File: src/rtl/csr_counter_bank.sv
// csr_counter_bank: bank of NUM_COUNTERS hardware performance counters with
// multi-increment per cycle, per-channel inhibit, per-channel write mask and a
// split 32-bit CSR read/write path.
// Optional feature: define COUNTER_OVERFLOW_EN to implement sticky wrap flags;
// without it the overflow output is tied to 0 and counters still wrap modulo
// 2^COUNTER_W.
module csr_counter_bank #(
  parameter int NUM_COUNTERS = 3,
  parameter int COUNTER_W    = 48,
  parameter int INC_W        = 2,
  parameter logic [NUM_COUNTERS-1:0] WRITEABLE_MASK = '1
) (
  input  logic                            clk,
  input  logic                            rst,
  input  logic [NUM_COUNTERS*INC_W-1:0]   inc,
  input  logic                            inhibit_we,
  input  logic [NUM_COUNTERS-1:0]         inhibit_wdata,
  output logic [NUM_COUNTERS-1:0]         inhibit,
  input  logic [4:0]                      csr_sel,
  input  logic                            csr_hi,
  input  logic                            csr_re,
  input  logic                            csr_we,
  input  logic [31:0]                     csr_wdata,
  output logic [31:0]                     csr_rdata,
  output logic                            csr_rvalid,
  output logic [NUM_COUNTERS-1:0]         overflow
);

  logic [NUM_COUNTERS-1:0][COUNTER_W-1:0] count;
  logic [NUM_COUNTERS-1:0][COUNTER_W-1:0] count_nxt;
  logic [NUM_COUNTERS-1:0]                wr_hit;
  logic [NUM_COUNTERS-1:0]                wrap;
  logic [31:0]                            rd_mux;

  // Per-channel next count: an accepted CSR write wins over the increment,
  // otherwise count += inc unless inhibited (old inhibit applies this cycle).
  always_comb begin
    logic [COUNTER_W:0] sum;
    sum       = '0;
    count_nxt = count;
    wr_hit    = '0;
    wrap      = '0;
    for (int i = 0; i < NUM_COUNTERS; i++) begin
      wr_hit[i] = csr_we && WRITEABLE_MASK[i] && (csr_sel == 5'(i));
      sum = {1'b0, count[i]} +
            {{(COUNTER_W + 1 - INC_W){1'b0}}, inc[i*INC_W +: INC_W]};
      if (wr_hit[i]) begin
        if (csr_hi)
          count_nxt[i][COUNTER_W-1:32] = csr_wdata[COUNTER_W-33:0];
        else
          count_nxt[i][31:0] = csr_wdata;
      end else if (!inhibit[i]) begin
        count_nxt[i] = sum[COUNTER_W-1:0];
        wrap[i]      = sum[COUNTER_W];
      end
    end
  end

  // Read mux on the pre-update count; out-of-range selects return zero and
  // the upper half is zero-extended above COUNTER_W.
  always_comb begin
    logic [31:0] hi_ext;
    hi_ext = '0;
    rd_mux = '0;
    for (int i = 0; i < NUM_COUNTERS; i++) begin
      if (csr_sel == 5'(i)) begin
        hi_ext = '0;
        hi_ext[COUNTER_W-33:0] = count[i][COUNTER_W-1:32];
        rd_mux = csr_hi ? hi_ext : count[i][31:0];
      end
    end
  end

  // Counter and inhibit state.
  always_ff @(posedge clk or posedge rst) begin
    if (rst) begin
      count   <= '0;
      inhibit <= '0;
    end else begin
      count <= count_nxt;
      if (inhibit_we)
        inhibit <= inhibit_wdata;
    end
  end

  // Registered read response; rvalid is a one-cycle pulse per request.
  always_ff @(posedge clk or posedge rst) begin
    if (rst) begin
      csr_rdata  <= '0;
      csr_rvalid <= 1'b0;
    end else begin
      csr_rvalid <= csr_re;
      if (csr_re)
        csr_rdata <= rd_mux;
    end
  end

`ifdef COUNTER_OVERFLOW_EN
  logic [NUM_COUNTERS-1:0] ovf;

  // Sticky wrap flags; an accepted write to the channel clears and beats a set.
  always_ff @(posedge clk or posedge rst) begin
    if (rst)
      ovf <= '0;
    else
      ovf <= (ovf | wrap) & ~wr_hit;
  end

  assign overflow = ovf;
`else
  logic unused_wrap;
  assign unused_wrap = ^wrap;
  assign overflow    = '0;
`endif

endmodule

File: config.mk
export PLATFORM = sky130hd
export DESIGN_NAME = csr_counter_bank
export DESIGN_NICKNAME = d
export VERILOG_FILES = /design/src/rtl/csr_counter_bank.sv
export SDC_FILE = /design/constraint.sdc
export NUM_CORES = 1
export LEC_CHECK = 0
export BUFFER_PORTS_ARGS = -buffer_cell sky130_fd_sc_hd__buf_2
export CAP_MARGIN = 10
export CORE_UTILIZATION = 60
export CTS_CLUSTER_SIZE = 12
export DETAILED_ROUTE_END_ITERATION = 12
export PLACE_DENSITY = 0.83
export SLEW_MARGIN = 5
export SYNTH_ARGS = -nofsm -noshare
export SYNTH_HDL_FRONTEND = slang
export SYNTH_SLANG_ARGS = --single-unit
File: constraint.sdc
create_clock -name clk -period 7.5 [get_ports clk]
set_clock_uncertainty 0.2 [all_clocks]
set_input_delay 0.75 -clock clk [delete_from_list [all_inputs] [get_ports clk]]
set_output_delay 0.75 -clock clk [all_outputs]
set_load 0.01 [all_outputs]
==> run_summary.xml <==
<?xml version="1.0" encoding="UTF-8"?>
<metrics>
  <group name="route">
    <metric name="post_drt_wl_per_cell" unit="um">24.68</metric>
    <metric name="num_vias" unit="">11910</metric>
    <metric name="postRouteWirelength" unit="um">40450</metric>
    <metric name="antenna_left" unit="">0</metric>
    <metric name="remaining_drcs" unit="">0</metric>
    <metric name="drtPass1Iterations" unit="">6</metric>
    <metric name="drt_iter0_markers" unit="">1721</metric>
    <metric name="route.detailed.vias_per_inst" unit="">7.264</metric>
  </group>
  <group name="floorplan">
    <metric name="die_height" unit="um">140.4</metric>
    <metric name="starting_density_of_the_core" unit="">0.6127</metric>
    <metric name="number_of_i_o_pins" unit="">91</metric>
    <metric name="die_area" unit="um2">19720</metric>
    <metric name="num_rows" unit="">50</metric>
    <metric name="die_width" unit="um">140.4</metric>
    <metric name="core_area" unit="um2">18770</metric>
  </group>
  <group name="pwr">
    <metric name="power.static_leakage" unit="nW">5.170</metric>
    <metric name="vdd.ir_drop.worst" unit="mV">0.1578</metric>
    <metric name="pwr_density_cell" unit="nW/um2">242.5</metric>
    <metric name="power" unit="W">0.003051</metric>
  </group>
  <group name="clock_network">
    <metric name="cts_resized" unit="">0</metric>
    <metric name="cts.clk_slew.worst_paths" unit="ps">70</metric>
    <metric name="htree_num_levels" unit="">4</metric>
    <metric name="insertion_delay" unit="ps">440</metric>
    <metric name="cts_tree" unit="">built</metric>
    <metric name="clockRootBuffer" unit="">clkbuf_16</metric>
    <metric name="cts.hold.buffers_added" unit="">0</metric>
    <metric name="numCtsBuffers" unit="">17</metric>
    <metric name="postCtsSetupBuffers" unit="">0</metric>
    <metric name="cts-root-to-sink-buffers" unit="">2</metric>
    <metric name="numClockSinks" unit="">180</metric>
  </group>
  <group name="logic_synthesis">
    <metric name="syn_area" unit="um2">11500</metric>
    <metric name="syn-instance-count" unit="">1355</metric>
    <metric name="synth_warnings" unit="">0</metric>
    <metric name="avgSynthCellArea" unit="um2">8.486</metric>
    <metric name="post_synthesis_async_set_or_reset_flop_share" unit="">1.000</metric>
    <metric name="synth_edf_count" unit="">0</metric>
    <metric name="synth_seq_cells" unit="">180</metric>
    <metric name="ys.flop_type" unit="">dfrtp_1</metric>
    <metric name="ys_seq_area_frac" unit="">0.3917</metric>
    <metric name="synth.distinct_cells" unit="">76</metric>
  </group>
  <group name="critical_path">
    <metric name="slowest_cell_on_the_critical_path" unit="">nor2_1</metric>
    <metric name="required" unit="ps">7610</metric>
    <metric name="critPathArrivalTime" unit="ps">3650</metric>
    <metric name="cp-end-kind" unit="">register</metric>
    <metric name="cp-startpoint" unit="">csr_sel[1]</metric>
    <metric name="critical_path_class" unit="">in2reg</metric>
    <metric name="crit_buf_inv" unit="">3</metric>
    <metric name="timing.critical_path.max_delay_family" unit="">simple AND/OR/NAND/NOR gates</metric>
    <metric name="critical_path.reg2reg.startpoint" unit="">count[96]$_DFFE_PP0P_</metric>
    <metric name="crit_fanout" unit="">37</metric>
    <metric name="crit_path_start_kind" unit="">input port</metric>
    <metric name="cp_slowest_stage_delay" unit="ps">890</metric>
    <metric name="crit_path_cell_trace" unit="">buf_2 &gt; buf_4 &gt; or4b_4 &gt; nor2_2 &gt; buf_4 &gt; nor2_1 &gt; nor2_1 &gt; o21ai_0 &gt; o311ai_0</metric>
  </group>
  <group name="global_route">
    <metric name="antenna_found_initial" unit="">0</metric>
    <metric name="global_route_wire_length_before_repair" unit="um">61670</metric>
    <metric name="grt_pass1_vias" unit="">10610</metric>
    <metric name="grt_start_max_net_pins" unit="">78</metric>
    <metric name="global_route.overflow_total" unit="">0</metric>
    <metric name="grtUsageTotal" unit="">0.4154</metric>
  </group>
  <group name="timing">
    <metric name="timing_hold_violations_final" unit="">0</metric>
    <metric name="minimum_period_implied_by_the_final_worst_setup_slack" unit="ps">3541</metric>
    <metric name="timing.fmax" unit="GHz">0.2824</metric>
    <metric name="final_min_period_over_clock_period" unit="">0.4721</metric>
    <metric name="finalSetupTns" unit="ps">0</metric>
    <metric name="drv_slew" unit="">0</metric>
    <metric name="tightest_slew" unit="ps">1160</metric>
    <metric name="rsz0062_at_grt" unit="">false</metric>
    <metric name="setup_viol" unit="">0</metric>
    <metric name="max-slew-margin-rel" unit="">0.2193</metric>
  </group>
  <group name="placed_design">
    <metric name="gpl.final_weighted_congestion" unit="">0.9755</metric>
    <metric name="io_buffer_count" unit="">87</metric>
    <metric name="hpwlAfterDp" unit="um">28840</metric>
  </group>
  <group name="status">
    <metric name="outcome" unit="">completed</metric>
  </group>
  <group name="finish">
    <metric name="area_growth" unit="%">9.402</metric>
    <metric name="most_common_cell_after_layout_fill_and_taps_aside" unit="">dfrtp_1</metric>
    <metric name="layout_common_cells" unit="">dfrtp_1 (180), nor2_1 (155), nand2_1 (145)</metric>
    <metric name="fillCellCount" unit="">1515</metric>
    <metric name="n_antenna_cell" unit="">0</metric>
    <metric name="drive_above_1_share" unit="">0.1523</metric>
    <metric name="number_of_nets_in_the_finished_design" unit="">1453</metric>
  </group>
  <group name="hold_path">
    <metric name="hold_path_class" unit="">in2async</metric>
  </group>
  <group name="job">
    <metric name="max-cap-violations" unit="">0</metric>
  </group>
</metrics>
==> flip-flops by register name (all words and copies together), names as in the netlist <==
| signal | count |
|---|---|
| csr_rdata | 32 |
| count | 144 |
| inhibit | 3 |
| csr_rvalid | 1 |
==> final timing paths <==
| kind | endpoint | slack (ps) | depth (start not counted) |
|---|---|---|---|
| max | count[83]$_DFFE_PP0P_ | 3960 | 9 |
| min | count[88]$_DFFE_PP0P_ | 210 | 2 |
| max reg2reg | count[114]$_DFFE_PP0P_ | 4140 | 8 |
| min reg2reg | csr_rdata[24]$_DFFE_PP0P_ | 310 | 1 |
| max in group asynchronous | count[127]$_DFFE_PP0P_ | 5620 | 3 |
| min in group clk | csr_rdata[24]$_DFFE_PP0P_ | 310 | 1 |
==> Yosys cell counts (16+ instances only) <==
cell type	instances	area share
mux2_2	31	0.030
nor2_1	157	0.051
buf_2	22	0.0096
nand2_1	145	0.047
a211oi_1	55	0.036
a22oi_1	19	0.012
o22ai_1	30	0.016
o211ai_1	16	0.010
a21oi_1	102	0.044
inv_1	30	0.0098
nor3_1	52	0.023
and3_1	27	0.015
o21ai_0	75	0.033
mux4_2	16	0.031
nor4_1	16	0.0087
a311oi_1	26	0.020
nand3_1	60	0.026
clkbuf_1	56	0.018
dfrtp_1	180	0.39
nand4_1	43	0.023
==> layout make-up <==
class | instances | area, um2 | area share
clock buffers | 22 | 484.2 | 0.03849
well taps | 234 | 292.8 | 0.02327
flip-flops and latches | 180 | 4504 | 0.3581
clock inverters | 10 | 98.84 | 0.007858
inverters | 31 | 121.4 | 0.009648
multi-input cells | 1058 | 6518 | 0.5181
repair buffers | 104 | 560.5 | 0.04456
==> through the flow <==
step	cells	worst slack [ps]	hold slack (ps)	area, um2	utilization
floorplan	1357	1663	270.7	11510	-
finish	1639	3959	206.5	12580	0.6703
global route	1639	3858	278.8	12580	0.6703
CTS	1639	4058	247.3	12580	0.6703
detailed placement	1607	3634	289.7	12000	0.6392
global placement	1605	3716	284.9	11980	0.6385
==> metal layers <==
layer  up-vias  global-route usage  share of wire
met5         -                   0              0
met4         0              0.1700          0.044
met3       171              0.1224           0.14
met2       916              0.6337           0.44
met1      5640              0.5538           0.37
li1       5179                   -              -
==> where the power goes <==
| part | leakage [nW] | switching, W | internal, W |
|---|---|---|---|
| Clock | 0.271 | 0.000404 | 0.000495 |
| Combinational | 2.65 | 0.000385 | 0.000302 |
| Sequential | 2.25 | 0.000304 | 0.00116 |
| Total | 5.17 | 0.00109 | 0.00196 |
==> cells by family after synthesis <==
| group | count (synthesis) | share of synthesized area |
|---|---|---|
| compound gates | 404 | 0.2297 |
| fa+ha+maj | 9 | 0.01175 |
| flops | 180 | 0.3917 |
| other cells | 1 | 0.0003261 |
| xor+xnor | 4 | 0.003046 |
| buf+inv | 119 | 0.04320 |
| simple gates | 579 | 0.2481 |
| mux | 59 | 0.07214 |
No activity file was read; power rests on OpenSTA's default activity.
